File: config.mk
export PLATFORM = sky130hd
export DESIGN_NAME = updown_counter_sequencer_flat
export DESIGN_NICKNAME = d
export VERILOG_FILES = /design/src/rtl/updown_counter_sequencer_if.sv /design/src/rtl/updown_counter_sequencer.sv /design/src/flat_wrapper.sv
export SDC_FILE = /design/constraint.sdc
export NUM_CORES = 1
export LEC_CHECK = 0
export ABC_AREA = 0
export BUFFER_PORTS_ARGS = -buffer_cell sky130_fd_sc_hd__buf_2
export CORE_ASPECT_RATIO = 1.4
export CORE_MARGIN = 2
export CORE_UTILIZATION = 32
export CTS_CLUSTER_DIAMETER = 120
export DETAILED_ROUTE_END_ITERATION = 7
export RECOVER_POWER = 50
export SYNTH_ARGS = -nofsm -noshare
export SYNTH_HDL_FRONTEND = slang
export SYNTH_SLANG_ARGS = --single-unit
File: constraint.sdc
create_clock -name clk -period 1.7 [get_ports clk]
set_input_delay 0.085 -clock clk [delete_from_list [all_inputs] [get_ports clk]]
set_output_delay 0.085 -clock clk [all_outputs]
set_load 0.1 [all_outputs]
File: src/rtl/updown_counter_sequencer_if.sv
// Command channel of the up/down counter sequencer: valid/ready handshake
// carrying the mode, bounds, pass count and an abort strobe.
interface updown_counter_sequencer_if #(
    parameter int WIDTH  = 3,
    parameter int PASS_W = 4
);
    logic              cmd_valid;
    logic              cmd_ready;
    logic [1:0]        cmd_mode;
    logic [WIDTH-1:0]  cmd_lo;
    logic [WIDTH-1:0]  cmd_hi;
    logic [PASS_W-1:0] cmd_passes;
    logic              cmd_abort;

    modport master (
        output cmd_valid, cmd_mode, cmd_lo, cmd_hi, cmd_passes, cmd_abort,
        input  cmd_ready
    );

    modport slave (
        input  cmd_valid, cmd_mode, cmd_lo, cmd_hi, cmd_passes, cmd_abort,
        output cmd_ready
    );
endinterface

File: src/rtl/updown_counter_sequencer.sv
// Sequences a WIDTH-bit up/down counter through UP, DOWN, BOUNCE and CLEAR commands.
// Optional feature macro CNT_SEQ_TRACK_CHECK_EN adds an expected-count tracker that aborts on divergence.
module updown_counter_sequencer #(
    parameter int WIDTH  = 3,
    parameter int PASS_W = 4
) (
    input  logic                         clk,
    input  logic                         rst,
    updown_counter_sequencer_if.slave    cmd_bus,
    input  logic [WIDTH-1:0]             cnt_count,
    output logic                         cnt_rst,
    output logic                         cnt_up_down,
    output logic                         busy,
    output logic                         done,
    output logic                         err
);
    typedef enum logic [1:0] {IDLE, RUN, DONE} state_t;

    localparam logic [1:0] MODE_UP     = 2'b00;
    localparam logic [1:0] MODE_DOWN   = 2'b01;
    localparam logic [1:0] MODE_BOUNCE = 2'b10;
    localparam logic [1:0] MODE_CLEAR  = 2'b11;

    state_t            state, state_next;
    logic [1:0]        mode_q;
    logic [WIDTH-1:0]  lo_q, hi_q;
    logic [PASS_W-1:0] last_pass_q, pass_cnt;
    logic              stepped, hi_seen, dir;
    logic              accept, arrival, final_arr, err_next, mismatch;

`ifdef CNT_SEQ_TRACK_CHECK_EN
    logic [WIDTH-1:0]  expect_q;

    assign mismatch = (state == RUN) && (cnt_count != expect_q);

    always_ff @(posedge clk) begin
        if (rst || state != RUN)
            expect_q <= '0;
        else if (cnt_up_down)
            expect_q <= expect_q + WIDTH'(1);
        else
            expect_q <= expect_q - WIDTH'(1);
    end
`else
    assign mismatch = 1'b0;
`endif

    assign busy = (state != IDLE);
    assign done = (state == DONE);

    always_comb begin
        state_next        = state;
        cmd_bus.cmd_ready = 1'b0;
        cnt_rst           = 1'b1;
        cnt_up_down       = 1'b1;
        accept            = 1'b0;
        arrival           = 1'b0;
        final_arr         = 1'b0;
        err_next          = 1'b0;
        case (state)
            IDLE: begin
                cmd_bus.cmd_ready = 1'b1;
                accept            = cmd_bus.cmd_valid;
                if (accept) begin
                    if (cmd_bus.cmd_mode == MODE_CLEAR)
                        state_next = DONE;
                    else if (cmd_bus.cmd_mode == MODE_BOUNCE && cmd_bus.cmd_lo >= cmd_bus.cmd_hi)
                        err_next = 1'b1;
                    else
                        state_next = RUN;
                end
            end
            RUN: begin
                cnt_rst = 1'b0;
                case (mode_q)
                    MODE_UP: begin
                        cnt_up_down = 1'b1;
                        arrival     = stepped && (cnt_count == hi_q);
                    end
                    MODE_DOWN: begin
                        cnt_up_down = 1'b0;
                        arrival     = stepped && (cnt_count == lo_q);
                    end
                    default: begin
                        // Turn around in the very cycle a bound is seen so the counter never overshoots
                        if (cnt_count == hi_q)
                            cnt_up_down = 1'b0;
                        else if (cnt_count == lo_q)
                            cnt_up_down = 1'b1;
                        else
                            cnt_up_down = dir;
                        arrival = stepped && ((cnt_count == hi_q) || (hi_seen && cnt_count == lo_q));
                    end
                endcase
                final_arr = arrival && (pass_cnt == last_pass_q);
                if (cmd_bus.cmd_abort || mismatch) begin
                    cnt_rst    = 1'b1;
                    err_next   = 1'b1;
                    state_next = IDLE;
                end else if (final_arr) begin
                    cnt_rst    = 1'b1;
                    state_next = DONE;
                end
            end
            default: begin
                state_next = IDLE;
            end
        endcase
        if (rst) begin
            cmd_bus.cmd_ready = 1'b0;
            cnt_rst           = 1'b1;
            cnt_up_down       = 1'b1;
        end
    end

    always_ff @(posedge clk) begin
        if (rst) begin
            state       <= IDLE;
            err         <= 1'b0;
            pass_cnt    <= '0;
            stepped     <= 1'b0;
            hi_seen     <= 1'b0;
            dir         <= 1'b1;
            mode_q      <= MODE_UP;
            lo_q        <= '0;
            hi_q        <= '0;
            last_pass_q <= '0;
        end else begin
            state   <= state_next;
            err     <= err_next;
            stepped <= (state == RUN);
            if (accept) begin
                mode_q      <= cmd_bus.cmd_mode;
                lo_q        <= cmd_bus.cmd_lo;
                hi_q        <= cmd_bus.cmd_hi;
                // A pass count of zero behaves as a single pass
                last_pass_q <= (cmd_bus.cmd_passes == '0) ? '0 : cmd_bus.cmd_passes - PASS_W'(1);
            end
            if (state != RUN) begin
                pass_cnt <= '0;
                hi_seen  <= 1'b0;
                dir      <= 1'b1;
            end else begin
                dir <= cnt_up_down;
                if (arrival)
                    pass_cnt <= pass_cnt + PASS_W'(1);
                if (arrival && cnt_count == hi_q)
                    hi_seen <= 1'b1;
            end
        end
    end
endmodule

File: src/flat_wrapper.sv
// flat-port wrapper written by rule: the top's interface ports become plain ports
module updown_counter_sequencer_flat 
#(
    parameter int WIDTH  = 3,
    parameter int PASS_W = 4
)
  (clk, rst, cnt_count, cnt_rst, cnt_up_down, busy, done, err, cmd_bus_cmd_valid, cmd_bus_cmd_mode, cmd_bus_cmd_lo, cmd_bus_cmd_hi, cmd_bus_cmd_passes, cmd_bus_cmd_abort, cmd_bus_cmd_ready);
  updown_counter_sequencer_if #(.WIDTH(WIDTH), .PASS_W(PASS_W)) cmd_bus_i ();
  input  logic clk;
  input  logic rst;
  input  logic [WIDTH-1:0] cnt_count;
  output logic cnt_rst;
  output logic cnt_up_down;
  output logic busy;
  output logic done;
  output logic err;
  input wire logic [$bits(cmd_bus_i.cmd_valid)-1:0] cmd_bus_cmd_valid;
  input wire logic [$bits(cmd_bus_i.cmd_mode)-1:0] cmd_bus_cmd_mode;
  input wire logic [$bits(cmd_bus_i.cmd_lo)-1:0] cmd_bus_cmd_lo;
  input wire logic [$bits(cmd_bus_i.cmd_hi)-1:0] cmd_bus_cmd_hi;
  input wire logic [$bits(cmd_bus_i.cmd_passes)-1:0] cmd_bus_cmd_passes;
  input wire logic [$bits(cmd_bus_i.cmd_abort)-1:0] cmd_bus_cmd_abort;
  output wire logic [$bits(cmd_bus_i.cmd_ready)-1:0] cmd_bus_cmd_ready;
  assign cmd_bus_i.cmd_valid = cmd_bus_cmd_valid;
  assign cmd_bus_i.cmd_mode = cmd_bus_cmd_mode;
  assign cmd_bus_i.cmd_lo = cmd_bus_cmd_lo;
  assign cmd_bus_i.cmd_hi = cmd_bus_cmd_hi;
  assign cmd_bus_i.cmd_passes = cmd_bus_cmd_passes;
  assign cmd_bus_i.cmd_abort = cmd_bus_cmd_abort;
  assign cmd_bus_cmd_ready = cmd_bus_i.cmd_ready;
  updown_counter_sequencer #(.WIDTH(WIDTH), .PASS_W(PASS_W)) u_core (.clk(clk), .rst(rst), .cmd_bus(cmd_bus_i), .cnt_count(cnt_count), .cnt_rst(cnt_rst), .cnt_up_down(cnt_up_down), .busy(busy), .done(done), .err(err));
endmodule
==> reports/results.tsv, run 1 <==
metric	value	unit
status	finished, violations left	
failing checks	negative setup slack	
crit path time final	1.80	ns
fillers	360	
starting density of the core	33.8	%
hold path cells	2	
Port Buf Inserts	24	
CP endpoint kind	primary output	
synthesized area per cell	8.61	sq um
initial antenna violation count	0	
sequential element share of the synthesized area	37.9	%
Max Fclk	555	MHz
register bit total from synthesis	22	
hold crit path type	input port to flip-flop	
hold wc startpoint	cmd_bus_cmd_mode[0]	
Yosys cell types	32	
Clock transition at path regs	0.07	ns
TritonCTS buffer count	3	
final-report hold violation count	0	
largest net degree at the start of global routing	16	
Clock Skew	0.00104	ns
htree depth	1	
GRT Resource Usage Total	14.1	%
worst min-delay path endpoint	u_core.err	
worst skew pair latency	0.26	ns
Data arrival, critical path	1.72	ns
gp weighted congestion	0.787	
reg2reg end	u_core.hi_seen	
Worst Setup Path Type	flip-flop to primary output	
RSZ-0062 raised after global routing	true	
CTS tree	built	
commonest non-fill, non-tap cells in the layout	27 x nand2_1, 20 x buf_2, 18 x dfxtp_1, 11 x a21oi_1	
Clock Tree Root	clkbuf_8	
drt pass-1 iters	4	
final setup fails	2	
reg2reg path depth	6	
grt ovf	0	
synth warn	0	
DRC Markers	0	
Pwr Density	760	nW/um^2
period utilization	106	%
Peak VDD IR	467	uV
Final ANT Viol Nets	0	
vias post-DR	1023	
routed length per placed instance	12.1	um
std cell rows	25	
commonest non-fill, non-tap cell in the layout	nand2_1	
CTS sink count	22	
Post-CTS Hold Buffers	0	
core area	3440	sq um
Final Max Tran Viols	0	
synth top area cells	dfxtp_1 38%, nand2_1 9.0%, xor2_1 7.5%, a21oi_1 4.7%, ha_1 4.3%	
vias in the first global route	1020	
Final Total Pwr	1.15	mW
WL final	2500	um
Die W	54.9	um
worst slew pin tran	0.601	ns
Post-Syn Nets	158	
Post-Syn Instances	135	
pre-CTS setup slack	0.0828	ns
CP Data Required Time	1.62	ns
Cell Area, Placed	1380	sq um
max_cap viols	0	
RR Startpoint	u_core.hi_q[1]	
layout cells sized above 1	32.9	%
fin cells	207	
biggest area consumer among synthesized cells	dfxtp_1	
slack of the critical path	-0.102	ns
I/O Pins	25	
CP Launch Type	flip-flop	
DP Cell Count	197	
DR vias/cell	4.94	
die footprint	4140	sq um
worst rel slew slack	59.9	%
Die Y	75.3	um
Synth top area share	37.9	%
Leak Pwr	0.679	nW
Syn-to-layout area delta	30.7	%
first-pass GRT wire length	4240	um
Net count, final	192	
Antenna Cells	0	
initial drt markers	10	
Cell Area, Synth	1160	sq um
R2R Setup Slk	0.08	ns
post-route cell area	1520	sq um
hpwl dp	1910	um
CTS max path bufs	2	
worst-path fanout max	3	
==> synthesized netlist by cell type <==
| cell type | n |
|---|---|
| nor3_1 | 6 |
| o211ai_2 | 1 |
| nor4_4 | 1 |
| dfxtp_1 | 22 |
| o211ai_1 | 5 |
| xor2_1 | 10 |
| a21oi_1 | 11 |
| nor2_1 | 9 |
| mux2i_1 | 4 |
| a311oi_1 | 1 |
| and2_1 | 1 |
| o21ai_0 | 1 |
| or4b_1 | 1 |
| nor2b_1 | 2 |
| or3_4 | 1 |
| o2bb2ai_4 | 1 |
| and3_1 | 1 |
| clkbuf_1 | 4 |
| o31ai_1 | 2 |
| a21bo_2 | 1 |
| o311ai_0 | 1 |
| nor4b_1 | 1 |
| ha_1 | 4 |
| o21ai_2 | 1 |
| nand2_1 | 28 |
| o32ai_2 | 1 |
| a22o_1 | 1 |
| nand2b_1 | 4 |
| a211oi_1 | 1 |
| a21o_1 | 1 |
| inv_1 | 6 |
| o21a_1 | 1 |
==> sequential cells by signal (all words and copies together) (netlist names) <==
signal              count
u_core.last_pass_q      4
u_core.pass_cnt         4
u_core.hi_q             3
u_core.lo_q             3
u_core.mode_q           2
u_core.state            2
u_core.dir              1
u_core.err              1
u_core.hi_seen          1
u_core.stepped          1
==> timing repair <==
action / in CTS / in global routing
endpoints found under the setup margin: 2 / 2
buffers inserted: 4 / 3
pin swaps: 5 / 6
gates resized for setup: 3 / 7
==> kinds of logic (layout without fill, tap and decap cells) <==
group / count (synthesis) / count (layout) / synth area share, %
multiplexers: 4 / 4 / 3.44
buffers and inverters: 10 / 42 / 3.23
AND/OR/NAND/NOR: 55 / 55 / 23.3
flip-flops: 22 / 22 / 37.9
adder cells (fa/ha/maj): 4 / 4 / 4.31
XOR/XNOR: 10 / 10 / 7.53
AO/OA/AOI/OAI: 30 / 30 / 20.3
==> worst max-delay path, stage by stage (launching register included) <==
cell       delay [ns]
dfxtp_2          0.34
xor2_2           0.14
or3_4            0.42
o211ai_1         0.14
o211ai_1         0.18
clkbuf_16        0.23
==> metal layers <==
metal | part of all wire [%] | global-route usage [%] | vias up
li1 | - | - | 526
met4 | 2.1 | 8.13 | 0
met5 | 0 | 0 | -
met2 | 54 | 24.9 | 11
met1 | 41 | 15.9 | 482
met3 | 2.4 | 1.76 | 4
==> where the power goes <==
part	total, mW	internal [mW]	switching [mW]
sequential	0.565	0.542	0.0231
combinational	0.272	0.102	0.170
clock	0.318	0.158	0.160
total	1.15	0.803	0.352
==> worst max-delay path by stage <==
stage | from | to | slack [ns] | cells past startpoint
3_5_place_dp | u_core.hi_q[1] | cnt_rst | 0.08 | 6
5_1_grt | u_core.hi_q[2] | cnt_up_down | -0.16 | 5
4_1_cts | u_core.hi_q[2] | cnt_rst | -0.09 | 6
2_1_floorplan | u_core.mode_q[1] | cnt_up_down | -0.19 | 1
6_report | u_core.hi_q[1] | cnt_up_down | -0.10 | 5
3_3_place_gp | u_core.hi_q[1] | cnt_rst | 0.12 | 6
==> metrics by stage <==
stage / hold WS [ns] / TNS, ns / utilization, %
floorplan: 0.154 / -0.440 / -
global placement: 0.318 / 0 / 40.0
detailed placement: 0.315 / 0 / 40.0
CTS: 0.0421 / -0.173 / 42.4
global route: 0.0561 / -0.289 / 44.1
finish: 0.0431 / -0.181 / 44.1
==> area by class of cell <==
class                      instances  area, sq um  area share (%)
clock buffer                       3         41.3            2.72
inverter                           6         22.5            1.48
tap                               40         50.0            3.29
timing repair buffer              33          219            14.4
sequential                        22          445            29.3
multi-input combinational        103          741            48.8
Note: power is estimated with default switching activity, not from simulation.
==> run 2: changes to the inputs <==
- CORE_UTILIZATION: 32 -> 53
- PLACE_DENSITY: unset -> 0.78
==> run 2 against run 1 <==
Against the previous run: the run ends with negative hold slack, negative setup slack left; worst hold slack lost 0.046 ns; clock skew is 0.0044 ns higher; critical path type unchanged; sequential share of layout area grew 0.31 points; flip-flop and latch count unchanged; wire length is 14% higher; critical path depth is 1 higher; final cell count fell by 7.7%; count of clock-buffer cells in the layout stayed put; design area fell by 0.49%; utilization increased by 27 points; combinational power is 3% higher.
==> reports/results.tsv, run 2 (same netlist as run 1, synthesis figures left out) <==
metric	value	unit
status	finished, violations left	
failing checks	negative hold slack, negative setup slack	
final-report hold violation count	1	
Cell Area, Placed	1350	sq um
GRT Resource Usage Total	24.8	%
core area	2130	sq um
CTS max path bufs	2	
DRC Markers	0	
CP endpoint kind	primary output	
largest net degree at the start of global routing	16	
die footprint	2590	sq um
Die Y	59.4	um
DP Cell Count	179	
DR vias/cell	5.79	
reg2reg path depth	4	
gp weighted congestion	0.851	
Antenna Cells	0	
reg2reg end	u_core.last_pass_q[2]	
commonest non-fill, non-tap cell in the layout	nand2_1	
commonest non-fill, non-tap cells in the layout	27 x nand2_1, 20 x buf_2, 16 x dfxtp_1, 11 x a21oi_1, 8 x nor2_1	
total negative slack	-0.309	ns
Peak VDD IR	571	uV
layout cells sized above 1	32.0	%
CP peak stage delay	0.42	ns
hpwl dp	2100	um
drt pass-1 iters	6	
Worst Setup Path Type	flip-flop to primary output	
worst rel slew slack	60.2	%
Largest regs	u_core.last_pass_q (4), u_core.pass_cnt (4)	
post-route cell area	1510	sq um
Final Max Tran Viols	0	
routed length per placed instance	14.9	um
R2R Setup Slk	0.03	ns
RSZ-0062 raised after global routing	true	
initial antenna violation count	0	
CP Data Required Time	1.62	ns
first-pass GRT wire length	4660	um
CP max-delay cell	or3_4	
worst min-delay path endpoint	u_core.lo_q[0]	
fin util	71.1	%
hold wc startpoint	cmd_bus_cmd_lo[0]	
Max Fclk	538	MHz
TritonCTS buffer count	3	
CP Launch Type	flip-flop	
worst-path fanout max	3	
Final ANT Viol Nets	0	
CP bufs+invs	1	
pre-CTS setup slack	0.0996	ns
hold path cells	3	
worst skew pair latency	0.32	ns
Pwr Density	832	nW/um^2
period utilization	109	%
vias in the first global route	1096	
starting density of the core	54.6	%
fillers	174	
htree depth	1	
max_cap viols	0	
Clock Skew	0.00542	ns
Port Buf Inserts	24	
Leak Pwr	0.690	nW
Die W	43.6	um
hold crit path type	input port to flip-flop	
final setup fails	2	
Net count, final	193	
grt ovf	0	
worst path cell trace	xor2_1 -> or3_4 -> o2bb2ai_4 -> o211ai_2 -> nand2_2 -> buf_12	
Crit path max-delay family	simple AND/OR/NAND/NOR gates	
Clock transition at path regs	0.13	ns
CTS tree	built	
slack of the critical path	-0.159	ns
crit path time final	1.86	ns
std cell rows	20	
I/O Pins	25	
RR Startpoint	u_core.state[0]	
WL final	2850	um
CTS sink count	22	
worst slew pin tran	0.596	ns
Clock Tree Root	clkbuf_4	
Data arrival, critical path	1.77	ns
Worst Hold Margin	-0.00265	ns
vias post-DR	1105	
Syn-to-layout area delta	30.0	%
fin cells	191	
initial drt markers	28	
## run 2: worst reg2reg max path, cell delays in order (launching register included)
cell and delay (ns):
dfxtp_1 0.37, nor2_1 0.20, and2_0 0.54, nor2_1 0.12
a311oi_1 0.35
## run 2: how the worst max path moves through the flow
stage / from / endpoint / slack [ns] / depth (start not counted)
after floorplan: u_core.mode_q[1] / cnt_up_down / -0.19 / 1
after global placement: u_core.hi_q[1] / cnt_rst / 0.13 / 6
final: u_core.hi_q[2] / cnt_rst / -0.16 / 6
after global routing: u_core.lo_q[2] / cnt_rst / -0.22 / 6
after detailed placement: u_core.hi_q[1] / cnt_rst / 0.1 / 6
after CTS: u_core.hi_q[1] / cnt_up_down / -0.15 / 5
## run 2: through the flow
step	power [mW]	hold WS, ns
final	1.26	-0.00265
after global routing	1.31	0.00647
after CTS	1.25	0.00488
after detailed placement	0.829	0.344
after global placement	0.817	0.333
after floorplan	0.752	0.154
## run 2: layer usage
metal | global-route usage [%] | wire, um | vias to the layer above | share of wire, %
met3 | 2.74 | 113 | 15 | 4.0
met2 | 46.2 | 1590 | 49 | 56
li1 | - | - | 532 | -
met5 | 0 | 0 | - | 0
met4 | 14.7 | 133 | 0 | 4.7
met1 | 25.8 | 1000 | 509 | 35
## run 2: what timing repair did
action / 4_1_cts / 5_1_grt
hold buffers: 3 / 0
pin swaps: 7 / 5
endpoints found under the hold margin: 3 / 0
setup buffers: 4 / 1
resized for setup: 4 / 7
endpoints found under the setup margin: 2 / 5
## run 2: area by class of cell
type | count | area, sq um | share of cell area (%)
Clock inverter | 1 | 30.0 | 1.99
Timing Repair Buffer | 34 | 230 | 15.2
Tap cell | 22 | 27.5 | 1.82
Inverter | 6 | 22.5 | 1.49
Sequential cell | 22 | 448 | 29.6
Clock buffer | 3 | 22.5 | 1.49
Multi-Input combinational cell | 103 | 731 | 48.3
## run 2: report_power, final
part	total (mW)	switching, mW	internal, mW
Sequential	0.567	0.0238	0.543
Combinational	0.280	0.179	0.101
Clock	0.411	0.172	0.239
